$ cat src/rtl/pipe_ctrl.sv
// Hazard and pipeline-control unit for the 5-stage RV64IM core: stall/flush
// generation, MDU occupancy tracking, trap-entry sequencing and stall counting.
module pipe_ctrl #(
  parameter int MUL_LAT = 3,
  parameter int DIV_LAT = 33,
  parameter int CNT_W   = 32
) (
  input  logic             clk_i,
  input  logic             rst_ni,
  input  logic [4:0]       id_rs1_i,
  input  logic [4:0]       id_rs2_i,
  input  logic             id_use_rs1_i,
  input  logic             id_use_rs2_i,
  input  logic             ex_load_i,
  input  logic             ex_wen_i,
  input  logic [4:0]       ex_rd_i,
  input  logic             ex_mdu_start_i,
  input  logic             ex_is_div_i,
  input  logic             ex_redirect_i,
  input  logic             mem_exception_i,
  output logic             stall_if_id_o,
  output logic             flush_if_id_o,
  output logic             stall_id_ex_o,
  output logic             flush_id_ex_o,
  output logic             flush_ex_mem_o,
  output logic             pc_stall_o,
  output logic             trap_redirect_o,
  output logic             mdu_busy_o,
  output logic             mdu_done_o,
  output logic [CNT_W-1:0] stall_cycles_o
);

  typedef enum logic {IDLE = 1'b0, TRAP = 1'b1} state_e;

  localparam logic [5:0] MUL_LOAD  = 6'(MUL_LAT - 1);
  localparam logic [5:0] DIV_LOAD  = 6'(DIV_LAT - 1);
  localparam logic       MUL_MULTI = (MUL_LAT > 1);
  localparam logic       DIV_MULTI = (DIV_LAT > 1);

  state_e           state_q, state_d;
  logic [5:0]       mdu_cnt_q, mdu_cnt_d;
  logic [CNT_W-1:0] stall_cycles_q, stall_cycles_d;

  logic exc_take, in_trap, start_multi, start_single;
  logic mdu_busy, mdu_done, hazard;
  logic stall_if_id, flush_if_id, stall_id_ex, flush_id_ex;
  logic flush_ex_mem, pc_stall, trap_redirect;

  // A new exception is only taken from IDLE; TRAP already holds the pipeline flushed.
  assign exc_take = (state_q == IDLE) & mem_exception_i;
  assign in_trap  = (state_q == TRAP);

  assign start_multi  = ex_mdu_start_i & (ex_is_div_i ? DIV_MULTI : MUL_MULTI);
  assign start_single = ex_mdu_start_i & (mdu_cnt_q == 6'd0) & ~start_multi;

  assign mdu_busy = ~exc_take & ~in_trap & ((mdu_cnt_q != 6'd0) | start_multi);
  assign mdu_done = ~exc_take & ~in_trap & ((mdu_cnt_q == 6'd1) | start_single);

  assign hazard = ex_load_i & ex_wen_i & (ex_rd_i != 5'd0) &
                  ((id_use_rs1_i & (id_rs1_i == ex_rd_i)) |
                   (id_use_rs2_i & (id_rs2_i == ex_rd_i)));

  always_comb begin
    stall_if_id   = 1'b0;
    flush_if_id   = 1'b0;
    stall_id_ex   = 1'b0;
    flush_id_ex   = 1'b0;
    flush_ex_mem  = 1'b0;
    pc_stall      = 1'b0;
    trap_redirect = 1'b0;
    if (exc_take | in_trap) begin
      flush_if_id   = 1'b1;
      flush_id_ex   = 1'b1;
      flush_ex_mem  = 1'b1;
      trap_redirect = exc_take;
    end else if (mdu_busy & ~mdu_done) begin
      // ex_mem cannot hold, so it takes a bubble while EX is occupied.
      stall_if_id  = 1'b1;
      stall_id_ex  = 1'b1;
      pc_stall     = 1'b1;
      flush_ex_mem = 1'b1;
    end else if (ex_redirect_i) begin
      flush_if_id = 1'b1;
      flush_id_ex = 1'b1;
    end else if (hazard) begin
      stall_if_id = 1'b1;
      pc_stall    = 1'b1;
      flush_id_ex = 1'b1;
    end
  end

  always_comb begin
    state_d        = state_q;
    mdu_cnt_d      = mdu_cnt_q;
    stall_cycles_d = stall_cycles_q;
    case (state_q)
      IDLE:    if (mem_exception_i) state_d = TRAP;
      TRAP:    state_d = IDLE;
      default: state_d = IDLE;
    endcase
    if (exc_take | in_trap) begin
      mdu_cnt_d = 6'd0;
    end else if (mdu_cnt_q != 6'd0) begin
      mdu_cnt_d = mdu_cnt_q - 6'd1;
    end else if (ex_mdu_start_i) begin
      mdu_cnt_d = ex_is_div_i ? DIV_LOAD : MUL_LOAD;
    end
    if (pc_stall && !(&stall_cycles_q)) begin
      stall_cycles_d = stall_cycles_q + 1'b1;
    end
  end

  always_ff @(posedge clk_i or negedge rst_ni) begin
    if (!rst_ni) begin
      state_q        <= IDLE;
      mdu_cnt_q      <= 6'd0;
      stall_cycles_q <= '0;
    end else begin
      state_q        <= state_d;
      mdu_cnt_q      <= mdu_cnt_d;
      stall_cycles_q <= stall_cycles_d;
    end
  end

  // Combinational outputs are forced low for as long as reset is held.
  assign stall_if_id_o   = rst_ni & stall_if_id;
  assign flush_if_id_o   = rst_ni & flush_if_id;
  assign stall_id_ex_o   = rst_ni & stall_id_ex;
  assign flush_id_ex_o   = rst_ni & flush_id_ex;
  assign flush_ex_mem_o  = rst_ni & flush_ex_mem;
  assign pc_stall_o      = rst_ni & pc_stall;
  assign trap_redirect_o = rst_ni & trap_redirect;
  assign mdu_busy_o      = rst_ni & mdu_busy;
  assign mdu_done_o      = rst_ni & mdu_done;
  assign stall_cycles_o  = stall_cycles_q;

endmodule

$ cat config.mk
export PLATFORM = sky130hd
export DESIGN_NAME = pipe_ctrl
export DESIGN_NICKNAME = d
export VERILOG_FILES = /design/src/rtl/pipe_ctrl.sv
export SDC_FILE = /design/constraint.sdc
export NUM_CORES = 1
export LEC_CHECK = 0
export ABC_AREA = 1
export ABC_CLOCK_PERIOD_IN_PS = 1800
export CAP_MARGIN = 5
export CORE_AREA = 2 2 83 101
export CTS_BUF_LIST = sky130_fd_sc_hd__clkbuf_2
export DETAILED_ROUTE_END_ITERATION = 12
export DIE_AREA = 0 0 85 103
export HOLD_SLACK_MARGIN = 0.08
export MAX_ROUTING_LAYER = met4
export PLACE_DENSITY = 0.66
export SLEW_MARGIN = 20
export SYNTH_ARGS = -nofsm -noshare
export SYNTH_HDL_FRONTEND = slang
export SYNTH_SLANG_ARGS = --single-unit
$ cat constraint.sdc
create_clock -name clk_i -period 1.8 [get_ports clk_i]
set_input_delay 0.36 -clock clk_i [delete_from_list [all_inputs] [get_ports clk_i]]
set_output_delay 0.36 -clock clk_i [all_outputs]
set_load 0.03 [all_outputs]
==> results.cfg <==
[logic_synthesis]
synth_xor_area_frac = 0.0465
synth_fa_ha_area_frac = 0.0166
synth_top_family_by_area = simple AND/OR/NAND/NOR gates
synth.yosys.warnings = 0
yosys.area.top_type = dfrtp_1
ys_seq_area_frac = 0.324
ys_seq_elements = 39
synth_top_area_share = 0.324
synthMuxAreaShare = 0
syn_area_sq_um = 3010
yosysMostFrequentCell = nand2_1
synth_edf_count = 0
synth_common_cells = 186 x nand2_1, 54 x inv_1, 50 x nor2_1, 40 x nand3_1, 39 x dfrtp_1
async_flop_share = 1.00
synth_cell_types = 26
synth_flop_cell = dfrtp_1
synth-simple-area-share = 0.486
synth-compound-area-share = 0.0228
syn-num-nets = 497
ys_top_cells_by_area = dfrtp_1 32%, nand2_1 23%, inv_1 6.7%, nand3_1 6.6%, nor2_1 6.2%
syn-mean-instance-area_sq_um = 6.44
syn_inst = 468

[status]
violations = negative setup slack
status = finished with violations

[timing]
clock-skew-final_ns = 0.0219
max_freq_mhz = 439
tightest_slew_ns = 0.485
hold_viol_final = 0
slew_violations = 0
setup_viol = 8
rsz0062_at_grt = yes
period_needed_ns = 2.28
slew_headroom = 0.677
setup_ws_ns = -0.476
finalCritPeriodShare = 1.26

[die]
die_y_um = 103
die_area_sq_um = 8760
ioPinCount = 66
start_util = 0.382
die_width_um = 85
placementRows = 36
coreArea_sq_um = 7880

[place]
place_congestion = 1.10
placedCellCount = 670
place_ws_ns = -0.426
postPlaceCellArea_sq_um = 4110
post-dp-hpwl_um = 6890
portBuffers = 65

[final_layout]
syn_to_final_growth_pct = 45.1
drive_gt1_frac = 0.223
antennaDiodeCount = 0
fin_cells = 687
fin_nets = 620
final_area_sq_um = 4370

[detailed_routing]
wl_per_cell_um = 12.9
drt_iter0_markers = 149
wl_um = 8870
vias = 3292
dr.pass1.iters = 4
antenna_left = 0
vias_per_cell = 4.79
drc = 0

[grt]
grt_max_degree = 39
grt_pass1_vias = 3291
use_met2 = 0.397
antenna_found_initial = 0
grt_pass1_wl_um = 14800
grt.met1_usage = 0.247
use_met3 = 0.0272
grt_remaining_overflow = 0
busiest_layer = met2
grt_use_total = 0.217

[cts]
cts_buffer_depth = 2
cts_inserted_buffers = 5
worstSkewPairLatency_ns = 0.42
clk_pin_slew_ns = 0.24
cts_sinks = 39
cts_tree = done
cts_root_buf = clkbuf_2
ctsHtreeMaxLevel = 2

[worst_setup_path]
critPathKind = register to primary output
cp-end-kind = primary output
critPathMaxFanout = 3
cp.arrival_ns = 1.92
start_kind = register
required_ns = 1.44

[hold_path]
hold_path.class = input port to async pin

[power_and_ir_drop]
p_leak_uw = 0.00226
vdd.ir_drop.worst_v = 0.000593
powerDensity_nw_per_um2 = 737
finalPower_uw = 3220

[flow_run]
maxCapViolations = 0
[routing by layer]
layer  up-vias  wire length (um)
met5         -                 0
met4         0               201
met3        19               329
met2        78              4610
met1      1495              3730
li1       1700                 -
[cells in the final DEF (no fill, tap or decap), types with 2 or more instances in the layout]
cell type        Yosys  layout
ha_4                 0       2
nand2_2              2       3
buf_4                4      56
dlygate4sd2_1        0      24
nor3_2               1       3
o21ai_0              4       2
nor2_4               1       5
dfrtp_2              0       2
a21oi_4              0       2
nand3_4              0       3
xnor2_1              5       5
a21oi_2              0       2
nor2_2               5       6
nand3_2             14      12
buf_6                5      11
nand4_1              8       8
clkdlybuf4s50_1      0      23
clkinvlp_4           0       2
a21oi_1              6       2
clkbuf_2             0       6
xor2_1              11      11
nand3b_1             6       6
nor2_1              50      45
nand3_1             40      39
inv_2                4       7
buf_12               0       3
nand2_1            186     185
dfrtp_1             39      37
inv_1               54      50
nor3_1              13      11
clkdlybuf4s15_1      0       7
[cell type report]
cell class	count	area [sq um]
Clock buffer	5	25.0
Sequential cell	39	978
Timing Repair Buffer	127	1130
Multi-Input combinational cell	360	1880
Fill cell	754	3510
Inverter	58	220
Tap cell	95	119
Clock inverter	3	20.0
[through the flow]
| stage | hold WS, ns | TNS, ns | util |
|---|---|---|---|
| floorplan | 0.0644 | -0.0506 | - |
| global placement | 0.190 | -12.35 | 0.522 |
| detailed placement | 0.187 | -14.56 | 0.522 |
| CTS | 0.345 | -3.43 | 0.537 |
| global route | 0.312 | -5.34 | 0.555 |
| finish | 0.381 | -3.07 | 0.555 |
[cell families after synthesis]
family | after synthesis
AND/OR/NAND/NOR | 328
buffers and inverters | 69
flip-flops | 39
XOR/XNOR | 16
AO/OA/AOI/OAI | 12
adder cells (fa/ha/maj) | 4
[state kept, by name (all words and copies together), names as in the netlist]
register,count
stall_cycles_o,32
mdu_cnt_q,6
in_trap,1
[power breakdown]
group          internal (uW)  switching, uW
Sequential               980           81.8
Clock                   91.9            323
Combinational            792            954
Total                   1860           1360
[final timing paths]
kind / startpoint / end / slack [ns] / depth (start not counted)
hold / removal: rst_ni / in_trap$_DFF_PN0_ / 0.38 / 2
setup / recovery: mdu_cnt_q[0]$_DFFE_PN0P_ / flush_if_id_o / -0.48 / 8
min in group clk_i: ex_is_div_i / mdu_cnt_q[5]$_DFFE_PN0P_ / 0.49 / 3
max in group asynchronous: rst_ni / stall_cycles_o[1]$_DFFE_PN0P_ / 0.63 / 3
setup reg to reg: in_trap$_DFF_PN0_ / stall_cycles_o[9]$_DFFE_PN0P_ / 0.07 / 7
hold reg to reg: in_trap$_DFF_PN0_ / in_trap$_DFF_PN0_ / 0.54 / 1
[critical path: stages (launching register included)]
cell      delay (ns)
dfrtp_1         0.47
buf_6           0.13
ha_4            0.12
nand4_1         0.15
o211ai_4        0.15
nand2_2         0.08
or2_4           0.24
inv_4           0.05
buf_6           0.11
[timing repair]
item,in CTS,in global routing
buffers inserted,5,5
hold endpoints to repair,4,0
hold buffers,1,0
setup endpoints to repair,53,48
pin swaps,5,5
resized for setup,49,35
No activity file was read; power rests on OpenSTA's default activity.
